--- config.mk ---
export PLATFORM = sky130hd
export DESIGN_NAME = u_sbd_flat
export DESIGN_NICKNAME = d
export VERILOG_FILES = /design/src/rtl/pkg_core.sv /design/src/rtl/u_sbd_if.sv /design/src/rtl/u_sbd_pipe.sv /design/src/rtl/u_sbd.sv /design/src/flat_wrapper.sv
export SDC_FILE = /design/constraint.sdc
export NUM_CORES = 1
export LEC_CHECK = 0
export CAP_MARGIN = 20
export CORE_MARGIN = 5
export CORE_UTILIZATION = 54
export CTS_CLUSTER_DIAMETER = 150
export DETAILED_ROUTE_END_ITERATION = 12
export HOLD_SLACK_MARGIN = 0.05
export PLACE_DENSITY = 0.84
export SKIP_LAST_GASP = 1
export SLEW_MARGIN = 20
export SYNTH_ARGS = -nofsm -noshare
export SYNTH_HDL_FRONTEND = slang
export SYNTH_HIERARCHICAL = 1
export SYNTH_SLANG_ARGS = --single-unit
--- constraint.sdc ---
create_clock -name clk -period 6.78 [get_ports clk]
set_input_delay 2.034 -clock clk [delete_from_list [all_inputs] [get_ports clk]]
set_output_delay 2.034 -clock clk [all_outputs]
set_load 0.1 [all_outputs]
--- src/rtl/pkg_core.sv ---
// Shared core definitions: register-file geometry, scoreboard shadow slot and
// long-op tracker state.
package pkg_core;
  localparam int NREG = 32;
  localparam int REGW = 5;

  typedef struct packed {
    logic            we;
    logic [REGW-1:0] a;
  } sb_slot_t;

  typedef enum logic {
    L_IDLE = 1'b0,
    L_BUSY = 1'b1
  } long_st_e;
endpackage

--- src/rtl/u_sbd_if.sv ---
// Decode <-> scoreboard handshake bundle: issue request, LSU completion, flush
// and the scoreboard's stall/status outputs.
interface u_sbd_if #(
  parameter int CNTW = 32
);
  import pkg_core::*;

  logic            iss_valid;
  logic [REGW-1:0] iss_rs1_a;
  logic            iss_rs1_use;
  logic [REGW-1:0] iss_rs2_a;
  logic            iss_rs2_use;
  logic [REGW-1:0] iss_rd_a;
  logic            iss_rd_we;
  logic            iss_long;
  logic            lsu_done;
  logic            flush;
  logic            iss_stall;
  logic [NREG-1:0] busy;
  logic            long_pend;
  logic [CNTW-1:0] stall_cnt;

  modport master (
    output iss_valid, iss_rs1_a, iss_rs1_use, iss_rs2_a, iss_rs2_use,
           iss_rd_a, iss_rd_we, iss_long, lsu_done, flush,
    input  iss_stall, busy, long_pend, stall_cnt
  );

  modport slave (
    input  iss_valid, iss_rs1_a, iss_rs1_use, iss_rs2_a, iss_rs2_use,
           iss_rd_a, iss_rd_we, iss_long, lsu_done, flush,
    output iss_stall, busy, long_pend, stall_cnt
  );
endinterface

--- src/rtl/u_sbd_pipe.sv ---
// Shadow of the fixed-latency writeback path: a LAT-deep shift register of
// {we, rd} whose last slot marks the register-file write cycle.
module u_sbd_pipe
  import pkg_core::*;
#(
  parameter int LAT = 4
) (
  input  logic            clk,
  input  logic            rstn,
  input  logic            flush_i,
  input  sb_slot_t        slot_i,
  output logic            last_we_o,
  output logic [REGW-1:0] last_a_o
);
  sb_slot_t slot_q [LAT];

  always_ff @(posedge clk or negedge rstn) begin
    if (!rstn) begin
      for (int i = 0; i < LAT; i++) slot_q[i] <= '0;
    end else if (flush_i) begin
      for (int i = 0; i < LAT; i++) slot_q[i] <= '0;
    end else begin
      slot_q[0] <= slot_i;
      for (int i = 1; i < LAT; i++) slot_q[i] <= slot_q[i-1];
    end
  end

  assign last_we_o = slot_q[LAT-1].we;
  assign last_a_o  = slot_q[LAT-1].a;
endmodule

--- src/rtl/u_sbd.sv ---
// Register scoreboard and issue-stall controller: tracks in-flight integer
// register writes and holds decode on RAW/WAW and long-op structural hazards.
module u_sbd
  import pkg_core::*;
#(
  parameter int LAT  = 4,
  parameter int CNTW = 32
) (
  input logic    clk,
  input logic    rstn,
  u_sbd_if.slave sb
);
  logic [NREG-1:0] busy_q, busy_d;
  logic [REGW-1:0] long_rd_q, long_rd_d;
  logic [CNTW-1:0] cnt_q, cnt_d;
  long_st_e        st_q, st_d;

  logic            haz_rs1, haz_rs2, haz_waw, haz_long;
  logic            stall, accept, rd_nz;
  logic            long_pend, long_clr;
  logic            last_we;
  logic [REGW-1:0] last_a;
  logic [NREG-1:0] set_vec, clr_vec;
  sb_slot_t        slot_in;

  // x0 never reaches busy_q, so the source checks need no explicit x0 guard
  assign rd_nz    = |sb.iss_rd_a;
  assign haz_rs1  = sb.iss_rs1_use & busy_q[sb.iss_rs1_a];
  assign haz_rs2  = sb.iss_rs2_use & busy_q[sb.iss_rs2_a];
  assign haz_waw  = sb.iss_rd_we & rd_nz & busy_q[sb.iss_rd_a];
  assign haz_long = sb.iss_long & long_pend;
  assign stall    = sb.iss_valid & (haz_rs1 | haz_rs2 | haz_waw | haz_long | sb.flush);
  assign accept   = sb.iss_valid & ~stall;

  assign slot_in.we = accept & sb.iss_rd_we & ~sb.iss_long & rd_nz;
  assign slot_in.a  = sb.iss_rd_a;

  u_sbd_pipe #(.LAT(LAT)) u_pipe (
    .clk      (clk),
    .rstn     (rstn),
    .flush_i  (sb.flush),
    .slot_i   (slot_in),
    .last_we_o(last_we),
    .last_a_o (last_a)
  );

  // Long-op tracker: state register
  always_ff @(posedge clk or negedge rstn) begin
    if (!rstn) begin
      st_q      <= L_IDLE;
      long_rd_q <= '0;
    end else begin
      st_q      <= st_d;
      long_rd_q <= long_rd_d;
    end
  end

  // Long-op tracker: next state
  always_comb begin
    st_d      = st_q;
    long_rd_d = long_rd_q;
    unique case (st_q)
      L_IDLE: if (accept & sb.iss_long) begin
        st_d      = L_BUSY;
        long_rd_d = sb.iss_rd_a;
      end
      L_BUSY: if (sb.lsu_done) st_d = L_IDLE;
      default: st_d = L_IDLE;
    endcase
    if (sb.flush) st_d = L_IDLE;
  end

  // Long-op tracker: outputs
  always_comb begin
    long_pend = 1'b0;
    long_clr  = 1'b0;
    if (st_q == L_BUSY) begin
      long_pend = 1'b1;
      long_clr  = sb.lsu_done;
    end
  end

  always_comb begin
    set_vec = '0;
    clr_vec = '0;
    if (accept & sb.iss_rd_we & rd_nz) set_vec[sb.iss_rd_a] = 1'b1;
    if (last_we)                       clr_vec[last_a]      = 1'b1;
    if (long_clr)                      clr_vec[long_rd_q]   = 1'b1;
    // Set is applied after clear so a same-edge set/clear leaves the bit busy
    busy_d    = sb.flush ? '0 : ((busy_q & ~clr_vec) | set_vec);
    busy_d[0] = 1'b0;
    cnt_d     = cnt_q;
    if (sb.iss_valid & stall & ~(&cnt_q)) cnt_d = cnt_q + 1'b1;
  end

  always_ff @(posedge clk or negedge rstn) begin
    if (!rstn) begin
      busy_q <= '0;
      cnt_q  <= '0;
    end else begin
      busy_q <= busy_d;
      cnt_q  <= cnt_d;
    end
  end

  assign sb.iss_stall = stall;
  assign sb.busy      = busy_q;
  assign sb.long_pend = long_pend;
  assign sb.stall_cnt = cnt_q;
endmodule

--- src/flat_wrapper.sv ---
// flat-port wrapper written by rule: the top's interface ports become plain ports
module u_sbd_flat import pkg_core::*;
#(
  parameter int LAT  = 4,
  parameter int CNTW = 32
)
  (clk, rstn, sb_iss_valid, sb_iss_rs1_a, sb_iss_rs1_use, sb_iss_rs2_a, sb_iss_rs2_use, sb_iss_rd_a, sb_iss_rd_we, sb_iss_long, sb_lsu_done, sb_flush, sb_iss_stall, sb_busy, sb_long_pend, sb_stall_cnt);
  u_sbd_if #(.CNTW(CNTW)) sb_i ();
  input logic clk;
  input logic rstn;
  input wire logic [$bits(sb_i.iss_valid)-1:0] sb_iss_valid;
  input wire logic [$bits(sb_i.iss_rs1_a)-1:0] sb_iss_rs1_a;
  input wire logic [$bits(sb_i.iss_rs1_use)-1:0] sb_iss_rs1_use;
  input wire logic [$bits(sb_i.iss_rs2_a)-1:0] sb_iss_rs2_a;
  input wire logic [$bits(sb_i.iss_rs2_use)-1:0] sb_iss_rs2_use;
  input wire logic [$bits(sb_i.iss_rd_a)-1:0] sb_iss_rd_a;
  input wire logic [$bits(sb_i.iss_rd_we)-1:0] sb_iss_rd_we;
  input wire logic [$bits(sb_i.iss_long)-1:0] sb_iss_long;
  input wire logic [$bits(sb_i.lsu_done)-1:0] sb_lsu_done;
  input wire logic [$bits(sb_i.flush)-1:0] sb_flush;
  output wire logic [$bits(sb_i.iss_stall)-1:0] sb_iss_stall;
  output wire logic [$bits(sb_i.busy)-1:0] sb_busy;
  output wire logic [$bits(sb_i.long_pend)-1:0] sb_long_pend;
  output wire logic [$bits(sb_i.stall_cnt)-1:0] sb_stall_cnt;
  assign sb_i.iss_valid = sb_iss_valid;
  assign sb_i.iss_rs1_a = sb_iss_rs1_a;
  assign sb_i.iss_rs1_use = sb_iss_rs1_use;
  assign sb_i.iss_rs2_a = sb_iss_rs2_a;
  assign sb_i.iss_rs2_use = sb_iss_rs2_use;
  assign sb_i.iss_rd_a = sb_iss_rd_a;
  assign sb_i.iss_rd_we = sb_iss_rd_we;
  assign sb_i.iss_long = sb_iss_long;
  assign sb_i.lsu_done = sb_lsu_done;
  assign sb_i.flush = sb_flush;
  assign sb_iss_stall = sb_i.iss_stall;
  assign sb_busy = sb_i.busy;
  assign sb_long_pend = sb_i.long_pend;
  assign sb_stall_cnt = sb_i.stall_cnt;
  u_sbd #(.LAT(LAT), .CNTW(CNTW)) u_core (.clk(clk), .rstn(rstn), .sb(sb_i));
endmodule
-- Yosys cells after proc, flatten, opt, wreduce, memory -nomap -nowiden
Index checks and enable logic that the tools add are counted.
- add/subtract/negate cells: 1
- $lt $le $gt $ge: 8
- mux-type cells: 23
- bitwise gates (word level): 26
- reduce and logical (&&, ||, !) cells: 6
- operators by type and width (operator ; number):
    2-to-1 mux 32 bit ; 4
    bitwise OR 32 bit ; 2
    adder 32 x 1 -> 32 bit, second input constant ; 1
    bitwise AND 32 bit ; 1
    NOT 32 bit ; 1
    AND reduction 32 bit ; 1
    < comparator 5 x 6 -> 1 bit, second input constant ; 5
    2-to-1 mux 24 bit ; 1
    binary-select mux 1 bit (select 5 bit) ; 3
    demux 1 bit (select 5 bit) ; 3
    >= comparator 5 x 1 -> 1 bit, second input constant ; 3
    bitwise AND 1 bit ; 14
    2-to-1 mux 1 bit ; 11
    OR reduction 5 bit ; 1
    NOT 1 bit ; 4
    bitwise OR 1 bit ; 4
    logical AND 1 bit ; 3
    one-hot mux 1 bit (2 select lines) ; 1
    AND reduction 2 bit ; 1
- register bits after elaboration: 93
- word-level logic and storage cells: 76

-- Logic depth before layout (Yosys ltp)
- depth after elaboration: 15
- gate-level depth with buffers: 10
- depth with buffers taken out: 8

-- By module
Netlist, hierarchy kept.
- by module, submodules not included (module ; instances ; cells an instance ; area an instance (um^2)):
    u_sbd ; 1 ; 426 ; 4403.0
    u_sbd_pipe ; 1 ; 55 ; 850.8

-- Worst setup path before layout
OpenSTA, ideal clock, no wires.
- kind: input port to output port
- start point: in sb_iss_rs1_a[0]
- end point: out sb_iss_stall
- arrival time: 4.138 ns
- data required time: 4.746 ns
- path slack: 0.608 ns
- cell stages on the path: 7
- buffers on the path: 2
- path through: buf_2 mux4_2 mux4_2 nand2_1 a21boi_2 o41a_1 buf_2
- longest elaborated chain between the ends: 8
- RTL lines (element ; line ; text):
    from (decl) ; flat_wrapper.sv:12 ; input wire logic [$bits(sb_i.iss_rs1_a)-1:0] sb_iss_rs1_a;
    binary-select mux 1 bit (select 5 bit) ; u_sbd.sv:28 ; assign haz_rs1 = sb.iss_rs1_use & busy_q[sb.iss_rs1_a];
    2-to-1 mux 1 bit (implied by the code) ; u_sbd.sv:28 ;
    bitwise AND 1 bit ; u_sbd.sv:28 ;
    bitwise OR 1 bit (4 in a row) ; u_sbd.sv:32 ; assign stall = sb.iss_valid & (haz_rs1 | haz_rs2 | haz_waw | haz_long | sb.flush);
    bitwise AND 1 bit ; u_sbd.sv:32 ;
    to (decl) ; flat_wrapper.sv:21 ; output wire logic [$bits(sb_i.iss_stall)-1:0] sb_iss_stall;
No other way between the ends. The select of a mux whose other input is x is not followed.

-- Worst setup path after layout
Same ends and word-level chain as after synthesis.

==> key figures <==
Run status
  • Status: finished clean

Floorplanning
  • Core footprint: 0.00964 mm2
  • Number of placement rows: 36
  • Width of the die: 109 um
  • Chip Height: 109 um
  • Initial Util: 54.5%
  • Number of ports placed on the die boundary: 90
  • Total Die Area: 0.0118 mm2

Finish
  • Share of layout cells above drive strength 1: 12.9%
  • Antenna diode count: 0
  • Storage cell area: 0.00233 mm2
  • Area of combinational cells with multiple inputs: between 0.002 and 0.003 mm2
  • Fin nets: 587
  • Total of fill cells in the finished design: 824
  • Area Growth Syn to Fin: 22.6%
  • Final Cell Area: 0.00644 mm2

CTS
  • Buffer count from post-CTS setup fixing: 0
  • Cts hold-fix bufs: 0
  • Total clock buffers created by CTS: 9
  • Clock tree from TritonCTS: done
  • Clk Latency, worst-skew pair: 0.38 ns
  • Maximum level of the CTS H-tree: 3
  • Bufs on Longest Clock Path: 2
  • Count of instances resized after the clock tree is built: 0
  • # clock sinks: 93
  • Worst-path clk slew: 0.10 ns
  • Clock Tree Root: sky130_fd_sc_hd__clkbuf_8

Min path
  • Worst hold path cell count: 1
  • Type of the tightest min-delay check: reg2reg
  • Hold Path End: u_core/u_pipe/slot_q[16]
  • Launch instance of the worst min-delay path: u_core/u_pipe/slot_q[22]

GRT
  • Largest net degree at the start of global routing: 69
  • Wire length of the first global-routing pass: 24.9 mm
  • Global-route total usage across every layer: between 20% and 30%
  • Total gr overflow: 0
  • Via count of the first global-routing pass: 4423
  • Antenna violations before repair: 0

Yosys
  • Synth warn: 6
  • Seq/Total Area, Yosys: 44.3%
  • Number of instances in the synthesized netlist: 481
  • Post-synth top flop: sky130_fd_sc_hd__dfrtp_1
  • Count of unique library cells instantiated by Yosys: 55
  • Post-synthesis async set-or-reset flop share: 100%
  • Number of flops mapped to enable cells by yosys: 0
  • Synthesis-stage register bit count: between 90 and 100
  • Cell area after synthesis: ~0.0053 mm2
  • Average footprint of a synthesized cell: approximately 11 um2
  • Synth Net Count: 506

Routing
  • Routed via count divided by cell count: 6.45
  • Drt initial violations: 349
  • Router iterations before antenna repair: 5
  • Post-detailed-route count of antenna-violating nets: 0
  • Drt total wl: 16.0 mm
  • Via count: ~4500
  • Routed wire length per instance: roughly 23 um
  • Count of unresolved DRC violations after routing: 0

Timing
  • Max-Slew Margin vs Limit: between 30% and 40%
  • Final Hold Fails: 0
  • Number of max-slew violations in the final report: 0
  • Final setup viols: 0
  • RSZ-0062 raised after global routing: no
  • Shortest period the worst path allows: 6.67 ns
  • Setup TNS after final layout: 0 ns
  • Transition at the pin with the smallest max-transition slack: ~1.0 ns
  • Final worst-path cycle share: 98.3%
  • Max frequency: 150 MHz
  • Final worst-path setup slack: 0.114 ns
  • Clock Skews: 0.0193 ns

Worst setup path
  • Critical path endpoint category: primary output
  • Startpoint class of the critical path: primary input
  • Reg-to-reg startpoint: u_core/sb.stall_cnt[13]
  • Critical path class: in2out
  • Cell count of the worst reg-to-reg path: 6
  • Slack of the worst reg-to-reg path: 3.65 ns
  • Data required time of the critical path: between 4 and 5 ns
  • Arrival @ worst endpoint: 4.63 ns
  • Largest driver fanout on the critical path: 5
  • Reg-to-Reg End: u_core/sb.stall_cnt[1]

Pwr
  • Ratio of total power to cell area: about 210 mW/mm2
  • VDD IR max: 397 uV
  • Leakage power: 2.55 nW

Placed design
  • Count of port buffers added during placement: between 80 and 90
  • RePlAce Congestion: 0.963
  • Half-perimeter wire length after detailed placement: 11.2 mm
  • Pre-CTS setup slack: approximately 0.13 ns
  • Post-placement cell area: 0.00622 mm2

Job
  • Total of max-cap violations: 0
## per-stage QoR
| step | std cells | hold WS (ns) | util (%) | power, W |
|---|---|---|---|---|
| 3_5_place_dp | 684 | 0.448 | 64.6 | 0.000960 |
| 2_1_floorplan | 481 | 0.433 | - | 0.000856 |
| 3_3_place_gp | 684 | 0.437 | 64.6 | 0.000955 |
| 4_1_cts | 700 | 0.472 | 66.8 | 0.00134 |
| 6_report | 700 | 0.469 | 66.8 | 0.00133 |
| 5_1_grt | 700 | 0.479 | 66.8 | 0.00138 |
## logic make-up after synthesis
group                      count (synthesis)  synth area share (%)
AOI/OAI and AO/OA                         85                  11.7
buffers and inverters                     32                  3.26
adders and majority gates                  1                 0.238
other                                      1                0.0714
DFF                                       93                  44.3
xor gates and xnor gates                  31                  5.17
and+or+nand+nor                          201                  24.0
muxes                                     37                  11.3
## synthesized netlist by cell type (all sizes together), types with 3 or more instances
master,instances,area share (%)
o22ai,3,0.36
nand3b,10,1.4
mux2,8,1.7
mux2i,12,2.3
and4,4,0.67
mux4,17,7.3
inv,4,0.29
and2b,4,0.57
nand3,19,1.8
nand2,26,1.9
dfrtp,93,44
o221ai,31,5.2
or3b,6,1.0
clkbuf,11,0.79
xnor2,31,5.2
nor4,3,0.64
nor2b,60,7.8
nor2,11,0.79
nand4b,4,0.67
nand4,19,2.3
nor3,4,0.38
a221oi,3,0.50
and2,3,0.36
or3,4,0.48
buf,17,2.2
and3,15,1.8
o21ai,31,3.0
## worst max path at each step
stage	from	endpoint	slack, ns	cells past startpoint
after CTS	sb_iss_rs1_a[0]	sb_iss_stall	0.11	7
after global placement	sb_iss_rs1_a[0]	sb_iss_stall	0.14	7
after floorplan	sb_iss_rs1_a[0]	sb_iss_stall	0.61	7
final	sb_iss_rs1_a[0]	sb_iss_stall	0.11	7
after global routing	sb_iss_rs1_a[0]	sb_iss_stall	0.02	7
after detailed placement	sb_iss_rs1_a[0]	sb_iss_stall	0.13	7
## power by group
part | switching, W | total, W | leakage, nW | internal (W)
clock network | 0.000229 | 0.000378 | 0.105 | 0.000149
registers | 0.0000432 | 0.000628 | 1.27 | 0.000584
logic | 0.000230 | 0.000324 | 1.18 | 0.0000939
total | 0.000502 | 0.00133 | 2.55 | 0.000827
## cell type report
| class | instances | area share (%) |
|---|---|---|
| clock buffers | 9 | 1.92 |
| clock inverters | 7 | 1.42 |
| well taps | 133 | 2.58 |
| multi-input cells | 356 | 42.8 |
| repair buffers | 98 | 14.9 |
| inverters | 4 | 0.233 |
| flip-flops and latches | 93 | 36.1 |
## cells in the final DEF (no fill, tap or decap), types with 4 or more instances in the layout
master	n
sky130_fd_sc_hd__nand4_1	19
sky130_fd_sc_hd__or3_1	4
sky130_fd_sc_hd__mux4_2	17
sky130_fd_sc_hd__and3_1	15
sky130_fd_sc_hd__nand2_1	26
sky130_fd_sc_hd__and4_1	4
sky130_fd_sc_hd__clkbuf_8	9
sky130_fd_sc_hd__buf_4	11
sky130_fd_sc_hd__clkinv_8	4
sky130_fd_sc_hd__o221ai_1	31
sky130_fd_sc_hd__nand3b_1	10
sky130_fd_sc_hd__xnor2_1	31
sky130_fd_sc_hd__nor2b_1	46
sky130_fd_sc_hd__o21ai_0	31
sky130_fd_sc_hd__and2b_1	4
sky130_fd_sc_hd__mux2i_1	12
sky130_fd_sc_hd__nor2_1	11
sky130_fd_sc_hd__nand3_1	19
sky130_fd_sc_hd__inv_1	4
sky130_fd_sc_hd__nor3_1	4
sky130_fd_sc_hd__dfrtp_1	93
sky130_fd_sc_hd__nand4b_1	4
sky130_fd_sc_hd__clkdlybuf4s50_1	84
sky130_fd_sc_hd__mux2_1	5
sky130_fd_sc_hd__nor2b_2	14
sky130_fd_sc_hd__or3b_2	6
## per-layer routing
metal	GRT usage, %	vias to the layer above	wire (um)
met4	12.2	0	690
met1	37.5	2188	6390
met3	8.82	49	1640
met5	0	-	0
li1	-	1976	-
met2	42.3	300	7290
## registers in the layout (all words and copies together), names as in the netlist
name,cells
u_core/sb.stall_cnt,32
u_core/sb.busy,31
u_core/u_pipe/slot_q,18
u_core/long_rd_q,5
u_core/u_pipe/last_a_o,5
u_core/st_q,1
u_core/u_pipe/last_we_o,1
## critical path: stages
cell and delay (ns):
sky130_fd_sc_hd__clkdlybuf4s50_1 0.65, sky130_fd_sc_hd__mux4_2 0.55, sky130_fd_sc_hd__mux4_2 0.47, sky130_fd_sc_hd__nand2_1 0.10, sky130_fd_sc_hd__a21boi_2 0.09, sky130_fd_sc_hd__o41a_1 0.53
sky130_fd_sc_hd__buf_12 0.21
(Power assumes the default switching activity.)
